File: src/rtl/sync_fifo_ctlr_if.sv
// sync_fifo_ctlr_if
//   Bundles the request, threshold, RAM-control and status signals of the
//   single-clock FIFO controller. Clock and reset stay plain module ports.
//
//   Handshake: a push is taken on a rising clock edge when i_push is high and
//   the FIFO is not full; a pop is taken when i_pop is high and the FIFO is not
//   empty. o_wen / o_ren show, combinationally within the same cycle, whether
//   that cycle's push / pop will be taken. A rejected request is dropped; it is
//   not held pending.
//
//   Modports:
//     master - producer/consumer side: drives requests, thresholds, err_clr
//     slave  - the controller: drives RAM enables/addresses and status
//
//   AW and CW must match the values given to the controller instance.
interface sync_fifo_ctlr_if #(
  parameter int AW = 10,
  parameter int CW = 11
);
  logic          i_push;
  logic          i_pop;
  logic [CW-1:0] i_afull_thr;
  logic [CW-1:0] i_aempty_thr;
  logic          i_err_clr;

  logic          o_wen;
  logic [AW-1:0] o_wptr;
  logic          o_ren;
  logic [AW-1:0] o_rptr;
  logic          o_full;
  logic          o_empty;
  logic          o_almost_full;
  logic          o_almost_empty;
  logic [CW-1:0] o_count;
  logic          o_overflow;
  logic          o_underflow;

  modport master (
    output i_push, i_pop, i_afull_thr, i_aempty_thr, i_err_clr,
    input  o_wen, o_wptr, o_ren, o_rptr, o_full, o_empty,
           o_almost_full, o_almost_empty, o_count, o_overflow, o_underflow
  );

  modport slave (
    input  i_push, i_pop, i_afull_thr, i_aempty_thr, i_err_clr,
    output o_wen, o_wptr, o_ren, o_rptr, o_full, o_empty,
           o_almost_full, o_almost_empty, o_count, o_overflow, o_underflow
  );
endinterface

File: src/rtl/sync_fifo_ctlr.sv
// sync_fifo_ctlr
//   Single-clock FIFO controller for an external simple-dual-port RAM. Produces
//   write/read addresses and enables, an occupancy count, full/empty flags and
//   run-time programmable almost-full/almost-empty flags. DEPTH need not be a
//   power of two; pointers wrap from DEPTH-1 to 0.
//
//   Ports:
//     i_clk  - clock
//     i_rst  - asynchronous, active-high reset
//     bus    - sync_fifo_ctlr_if.slave (requests, thresholds, err_clr in;
//              wen/wptr/ren/rptr, count, status flags out)
//
//   Build option:
//     SYNC_FIFO_ERR_EN - when defined, o_overflow / o_underflow are sticky
//                        error flags cleared by i_err_clr; when undefined they
//                        are tied low and i_err_clr is ignored.
//
//   Parameters: DEPTH >= 2, 2**AW >= DEPTH, 2**CW > DEPTH.
module sync_fifo_ctlr #(
  parameter int DEPTH = 1024,
  parameter int AW    = 10,
  parameter int CW    = 11
) (
  input  logic                 i_clk,
  input  logic                 i_rst,
  sync_fifo_ctlr_if.slave      bus
);

  logic [AW-1:0] wptr_q;
  logic [AW-1:0] rptr_q;
  logic [CW-1:0] count_q;
  logic [CW-1:0] count_nxt;
  logic          full_q;
  logic          empty_q;
  logic          afull_q;
  logic          aempty_q;
  logic          push_ok;
  logic          pop_ok;

  // Acceptance looks only at the registered flags, so a pop in the same
  // cycle never rescues a push on a full FIFO (and vice versa when empty).
  assign push_ok = bus.i_push & ~full_q;
  assign pop_ok  = bus.i_pop  & ~empty_q;

  function automatic logic [AW-1:0] ptr_inc(input logic [AW-1:0] p);
    return (p == AW'(DEPTH - 1)) ? '0 : p + AW'(1);
  endfunction

  always_comb begin
    count_nxt = count_q;
    case ({push_ok, pop_ok})
      2'b10:   count_nxt = count_q + CW'(1);
      2'b01:   count_nxt = count_q - CW'(1);
      default: count_nxt = count_q;
    endcase
  end

  always_ff @(posedge i_clk or posedge i_rst) begin
    if (i_rst) begin
      wptr_q <= '0;
      rptr_q <= '0;
    end else begin
      if (push_ok) wptr_q <= ptr_inc(wptr_q);
      if (pop_ok)  rptr_q <= ptr_inc(rptr_q);
    end
  end

  // Flags are re-evaluated every edge (not only on push/pop) so a threshold
  // change shows up one edge later even while the FIFO is idle.
  always_ff @(posedge i_clk or posedge i_rst) begin
    if (i_rst) begin
      count_q  <= '0;
      full_q   <= 1'b0;
      empty_q  <= 1'b1;
      afull_q  <= 1'b0;
      aempty_q <= 1'b1;
    end else begin
      count_q  <= count_nxt;
      full_q   <= (count_nxt == CW'(DEPTH));
      empty_q  <= (count_nxt == '0);
      afull_q  <= (count_nxt >= bus.i_afull_thr);
      aempty_q <= (count_nxt <= bus.i_aempty_thr);
    end
  end

`ifdef SYNC_FIFO_ERR_EN
  logic overflow_q;
  logic underflow_q;

  // A new error in the same cycle as i_err_clr keeps the flag set.
  always_ff @(posedge i_clk or posedge i_rst) begin
    if (i_rst) begin
      overflow_q  <= 1'b0;
      underflow_q <= 1'b0;
    end else begin
      if (bus.i_push & full_q)  overflow_q  <= 1'b1;
      else if (bus.i_err_clr)   overflow_q  <= 1'b0;
      if (bus.i_pop & empty_q)  underflow_q <= 1'b1;
      else if (bus.i_err_clr)   underflow_q <= 1'b0;
    end
  end

  assign bus.o_overflow  = overflow_q;
  assign bus.o_underflow = underflow_q;
`else
  assign bus.o_overflow  = 1'b0;
  assign bus.o_underflow = 1'b0;
`endif

  assign bus.o_wen          = push_ok;
  assign bus.o_ren          = pop_ok;
  assign bus.o_wptr         = wptr_q;
  assign bus.o_rptr         = rptr_q;
  assign bus.o_count        = count_q;
  assign bus.o_full         = full_q;
  assign bus.o_empty        = empty_q;
  assign bus.o_almost_full  = afull_q;
  assign bus.o_almost_empty = aempty_q;

endmodule

File: src/flat_wrapper.sv
// flat-port wrapper written by rule: the top's interface ports become plain ports
module sync_fifo_ctlr_flat 
#(
  parameter int DEPTH = 1024,
  parameter int AW    = 10,
  parameter int CW    = 11
)
  (i_clk, i_rst, bus_i_push, bus_i_pop, bus_i_afull_thr, bus_i_aempty_thr, bus_i_err_clr, bus_o_wen, bus_o_wptr, bus_o_ren, bus_o_rptr, bus_o_full, bus_o_empty, bus_o_almost_full, bus_o_almost_empty, bus_o_count, bus_o_overflow, bus_o_underflow);
  sync_fifo_ctlr_if #(.AW(AW), .CW(CW)) bus_i ();
  input  logic i_clk;
  input  logic i_rst;
  input wire logic [$bits(bus_i.i_push)-1:0] bus_i_push;
  input wire logic [$bits(bus_i.i_pop)-1:0] bus_i_pop;
  input wire logic [$bits(bus_i.i_afull_thr)-1:0] bus_i_afull_thr;
  input wire logic [$bits(bus_i.i_aempty_thr)-1:0] bus_i_aempty_thr;
  input wire logic [$bits(bus_i.i_err_clr)-1:0] bus_i_err_clr;
  output wire logic [$bits(bus_i.o_wen)-1:0] bus_o_wen;
  output wire logic [$bits(bus_i.o_wptr)-1:0] bus_o_wptr;
  output wire logic [$bits(bus_i.o_ren)-1:0] bus_o_ren;
  output wire logic [$bits(bus_i.o_rptr)-1:0] bus_o_rptr;
  output wire logic [$bits(bus_i.o_full)-1:0] bus_o_full;
  output wire logic [$bits(bus_i.o_empty)-1:0] bus_o_empty;
  output wire logic [$bits(bus_i.o_almost_full)-1:0] bus_o_almost_full;
  output wire logic [$bits(bus_i.o_almost_empty)-1:0] bus_o_almost_empty;
  output wire logic [$bits(bus_i.o_count)-1:0] bus_o_count;
  output wire logic [$bits(bus_i.o_overflow)-1:0] bus_o_overflow;
  output wire logic [$bits(bus_i.o_underflow)-1:0] bus_o_underflow;
  assign bus_i.i_push = bus_i_push;
  assign bus_i.i_pop = bus_i_pop;
  assign bus_i.i_afull_thr = bus_i_afull_thr;
  assign bus_i.i_aempty_thr = bus_i_aempty_thr;
  assign bus_i.i_err_clr = bus_i_err_clr;
  assign bus_o_wen = bus_i.o_wen;
  assign bus_o_wptr = bus_i.o_wptr;
  assign bus_o_ren = bus_i.o_ren;
  assign bus_o_rptr = bus_i.o_rptr;
  assign bus_o_full = bus_i.o_full;
  assign bus_o_empty = bus_i.o_empty;
  assign bus_o_almost_full = bus_i.o_almost_full;
  assign bus_o_almost_empty = bus_i.o_almost_empty;
  assign bus_o_count = bus_i.o_count;
  assign bus_o_overflow = bus_i.o_overflow;
  assign bus_o_underflow = bus_i.o_underflow;
  sync_fifo_ctlr #(.DEPTH(DEPTH), .AW(AW), .CW(CW)) u_core (.i_clk(i_clk), .i_rst(i_rst), .bus(bus_i));
endmodule
File: config.mk
export PLATFORM = sky130hd
export DESIGN_NAME = sync_fifo_ctlr_flat
export DESIGN_NICKNAME = d
export VERILOG_FILES = /design/src/rtl/sync_fifo_ctlr_if.sv /design/src/rtl/sync_fifo_ctlr.sv /design/src/flat_wrapper.sv
export SDC_FILE = /design/constraint.sdc
export NUM_CORES = 1
export LEC_CHECK = 0
export ABC_AREA = 1
export CAP_MARGIN = 20
export CORE_UTILIZATION = 46
export CTS_CLUSTER_DIAMETER = 80
export DETAILED_ROUTE_END_ITERATION = 16
export GPL_ROUTABILITY_DRIVEN = 0
export GPL_TIMING_DRIVEN = 0
export HOLD_SLACK_MARGIN = 0.02
export PLACE_DENSITY_LB_ADDON = 0.25
export SYNTH_ARGS = -nofsm -noshare
export SYNTH_HDL_FRONTEND = slang
export SYNTH_SLANG_ARGS = --single-unit
File: constraint.sdc
create_clock -name i_clk -period 2.65 [get_ports i_clk]
set_input_delay 0.53 -clock i_clk [delete_from_list [all_inputs] [get_ports i_clk]]
set_output_delay 0.53 -clock i_clk [all_outputs]
set_load 0.1 [all_outputs]
==> metrics.md <==
| Metric | Value |
|---|---|
| Status | finished with violations |
| Failing checks | setup timing |
| I/O Buffers | 62 |
| Top-area cell type share of the netlist area | 28.7% |
| Ports | 66 |
| Root Buffer | clkbuf_8 |
| Die Wd | roughly 81 um |
| Total number of vias | between 3000 and 4000 |
| Area contributors post-synth | dfrtp_1 (29%), nand2_1 (12%), ha_1 (10%), inv_1 (9.9%), nand3_1 (6.1%) |
| Fin Setup TNS | -1160 ps |
| Cells on worst reg2reg path | 21 |
| Synth warnings | 0 |
| Synth Area per Inst | between 7 and 8 um2 |
| Ant. Diodes | 0 |
| Crit path from | u_core.bus.o_empty |
| Routed wire length | ~8300 um |
| Clock Latency Late Sink | about 290 ps |
| Util after Layout | between 70% and 80% |
| CP arrival | between 3000 and 4000 ps |
| CP Class | flip-flop to flip-flop |
| Longest Clk Path Bufs | 2 |
| Drt via density | between 5 and 6 |
| PwrDens | roughly 1200 nW/um2 |
| Largest net degree at the start of global routing | 20 |
| Commonest non-fill, non-tap cell in the layout | nand2_1 |
| CTS buffer count | 5 |
| Hold bufs inserted after CTS | 0 |
| Peak VDD IR | approximately 0.83 mV |
| Mapped Area | 2880 um2 |
| Iter 0 DRT Violations | approximately 170 |
| Worst path slowest cell | dfstp_4 |
| Leakage | approximately 2.2 nW |
| Setup violators final | 4 |
| Clock slew at reported path FFs | about 70 ps |
| Cell count after synthesis | between 400 and 500 |
| CP most frequent cell | nand2_1 |
| Distinct cells, synth | 40 |
| Final Cycle Share | 112% |
| Final #Nets | 574 |
| Least-Margin Pin Slew | roughly 990 ps |
| # DRC | 0 |
| Post-route antenna net violation count | 0 |
| Initial Util | roughly half |
| Detailed Routing Iterations Pass 1 | 4 |
| Final instance area | approximately 4400 um2 |
| Area of the core | between 5000 and 6000 um2 |
| Critical path fanouts, max | 6 |
| Critical Path RT | between 2000 and 3000 ps |
| Yosys reg bits | 35 |
| End of the critical path | u_core.bus.o_almost_full |
| First-pass GRT wire length | ~13000 um |
| Total grt overflow | 0 |
| Clk_skew | 7.03 ps |
| Slew HR | about a third |
| Number of global-route vias before repair | roughly 3000 |
| Sequential area share after synthesis | approximately 31% |
| Worst setup margin | -327 ps |
| Placed Area | approximately 3700 um2 |
| Die area | between 6000 and 7000 um2 |
| Initial antenna violation count | 0 |
| Post-synth EDFFs | 0 |
| Final Slew Violations | 0 |
| CP Cell Sequence | nor2_4 > buf_6 > ha_4 > nand2_1 > o21ai_2 > inv_1 > nand2_2 > a21oi_2 > xor2_1 > nand2_1 > nand2_2 > inv_4 > ha_4 > nand4_1 > nor3_2 > nor2_1 > nand2_1 > a21oi_2 > o21ai_1 > nand3_1 > nand2_1 |
| Critical Path Start Type | flip-flop |
| Most frequent cells in the layout | nand2_1 (73), inv_1 (68), clkdlybuf4s50_1 (57) |
| Gr usage total | around a quarter |
| Area delta synth->final | 54.6% |
| RSZ-0062 raised after global routing | yes |
| Reg2reg setup slack | -330 ps |
| Dpl hpwl | about 5000 um |
| Fmax | ~0.34 GHz |
| Post-synth top flop | dfrtp_1 |
| Placement Setup Slack | -1220 ps |
| Avg WL per Cell | approximately 14 um |
| RR Endpoint | u_core.bus.o_almost_full |
| Die span in y | approximately 81 um |
| Worst path max stage delay | 630 ps |
| Min cycle time layout | around 3000 ps |
| Async SR Flop Fraction | 100% |
| Worst hold path class | flip-flop to flip-flop |
| CTS sink cnt | 35 |
| Layout cells sized above 1 | a little under a third |
| Reg2Reg Launch Point | u_core.bus.o_empty |
| Max Cap Viol | 0 |
| Crit end category | flip-flop |
| Final hold vios | 0 |
| Largest area contributor in the netlist | dfrtp_1 |
| CTS H-Tree Depth | 2 |
| CTS tree | done |
| Row cnt | 28 |
[power by group]
part / internal [mW] / switching (mW) / leakage, nW
clock: 0.210 / 0.203 / 0.0482
combinational: 1.30 / 2.72 / 1.75
sequential: 0.730 / 0.242 / 0.409
[worst min-delay path by stage]
| stage | start | end | slack (ps) | depth (start not counted) |
|---|---|---|---|---|
| floorplan | i_rst | u_core.bus.o_almost_full | 680 | 1 |
| detailed placement | u_core.bus.o_rptr[4] | u_core.bus.o_rptr[4] | 490 | 1 |
| global placement | u_core.bus.o_rptr[4] | u_core.bus.o_rptr[4] | 490 | 1 |
| CTS | u_core.bus.o_rptr[4] | u_core.bus.o_rptr[4] | 500 | 1 |
| finish | u_core.bus.o_rptr[4] | u_core.bus.o_rptr[4] | 500 | 1 |
| global route | u_core.bus.o_rptr[8] | u_core.bus.o_rptr[8] | 520 | 1 |
[critical path: cells and delay by family (launching register included)]
family / cells / cell delay, ps
buffers and inverters: 3 / 290
DFF: 1 / 630
AOI/OAI and AO/OA: 4 / 310
and+or+nand+nor: 11 / 1090
xor gates and xnor gates: 1 / 160
adders and majority gates: 2 / 430
[layout make-up]
class                           count  area (um2)
Tap cell                           75        93.8
Timing Repair Buffer              116        1050
Multi-Input combinational cell    279        1950
Buffer                              6        68.8
Clock inverter                      1        5.00
Clock buffer                        7        86.3
Sequential cell                    35         886
Fill cell                         451        1540
Inverter                           80         303
[per-stage QoR]
step	hold slack, ps	instances	power (mW)
floorplan	683	402	3.50
global placement	487	539	4.18
detailed placement	491	540	4.23
CTS	500	587	5.05
global route	516	599	5.72
finish	495	599	5.41
[flip-flops by register name, indices dropped and copies added (netlist names)]
signal                     cells
u_core.bus.o_full              1
u_core.bus.o_empty             1
u_core.bus.o_wptr             10
u_core.bus.o_rptr             10
u_core.bus.o_count            11
u_core.bus.o_almost_full       1
u_core.bus.o_almost_empty      1
[per-layer routing]
layer / wire (um) / GRT usage (%) / vias to the layer above / part of all wire [%]
met2: 4350 / 46.0 / 122 / 52
met1: 3290 / 28.7 / 1452 / 39
met4: 278 / 13.8 / 0 / 3.3
met5: 0 / 0 / - / 0
met3: 428 / 4.27 / 26 / 5.1
li1: - / - / 1516 / -
[what timing repair did]
item                                    in CTS  in global routing
pin swaps                                   26                 38
gates resized for setup                     44                 36
endpoints found under the setup margin       7                  6
endpoints found under the hold margin        0                  0
buffers inserted                            41                 14
[synth_stat cells (3+ instances only)]
master / number
nand3_2: 3
nand2_2: 10
nand4_1: 8
nand2_4: 4
a21oi_1: 13
buf_6: 3
nor3_1: 6
o21ai_0: 14
nor2_1: 29
xnor2_1: 5
a21oi_2: 3
nand2_1: 89
dfrtp_1: 33
inv_1: 76
ha_1: 24
buf_4: 3
nand3_1: 35
nor2_2: 4
inv_2: 4
xor2_1: 9
[kinds of logic after synthesis]
logic type	count (synthesis)	synth area share, %
simple gates	195	31.9
buf+inv	88	12.7
compound gates	43	9.05
flops	35	30.5
fa+ha+maj	24	10.4
xor+xnor	15	5.22
other cells	1	0.130
Power figures use the tool's default switching activity.
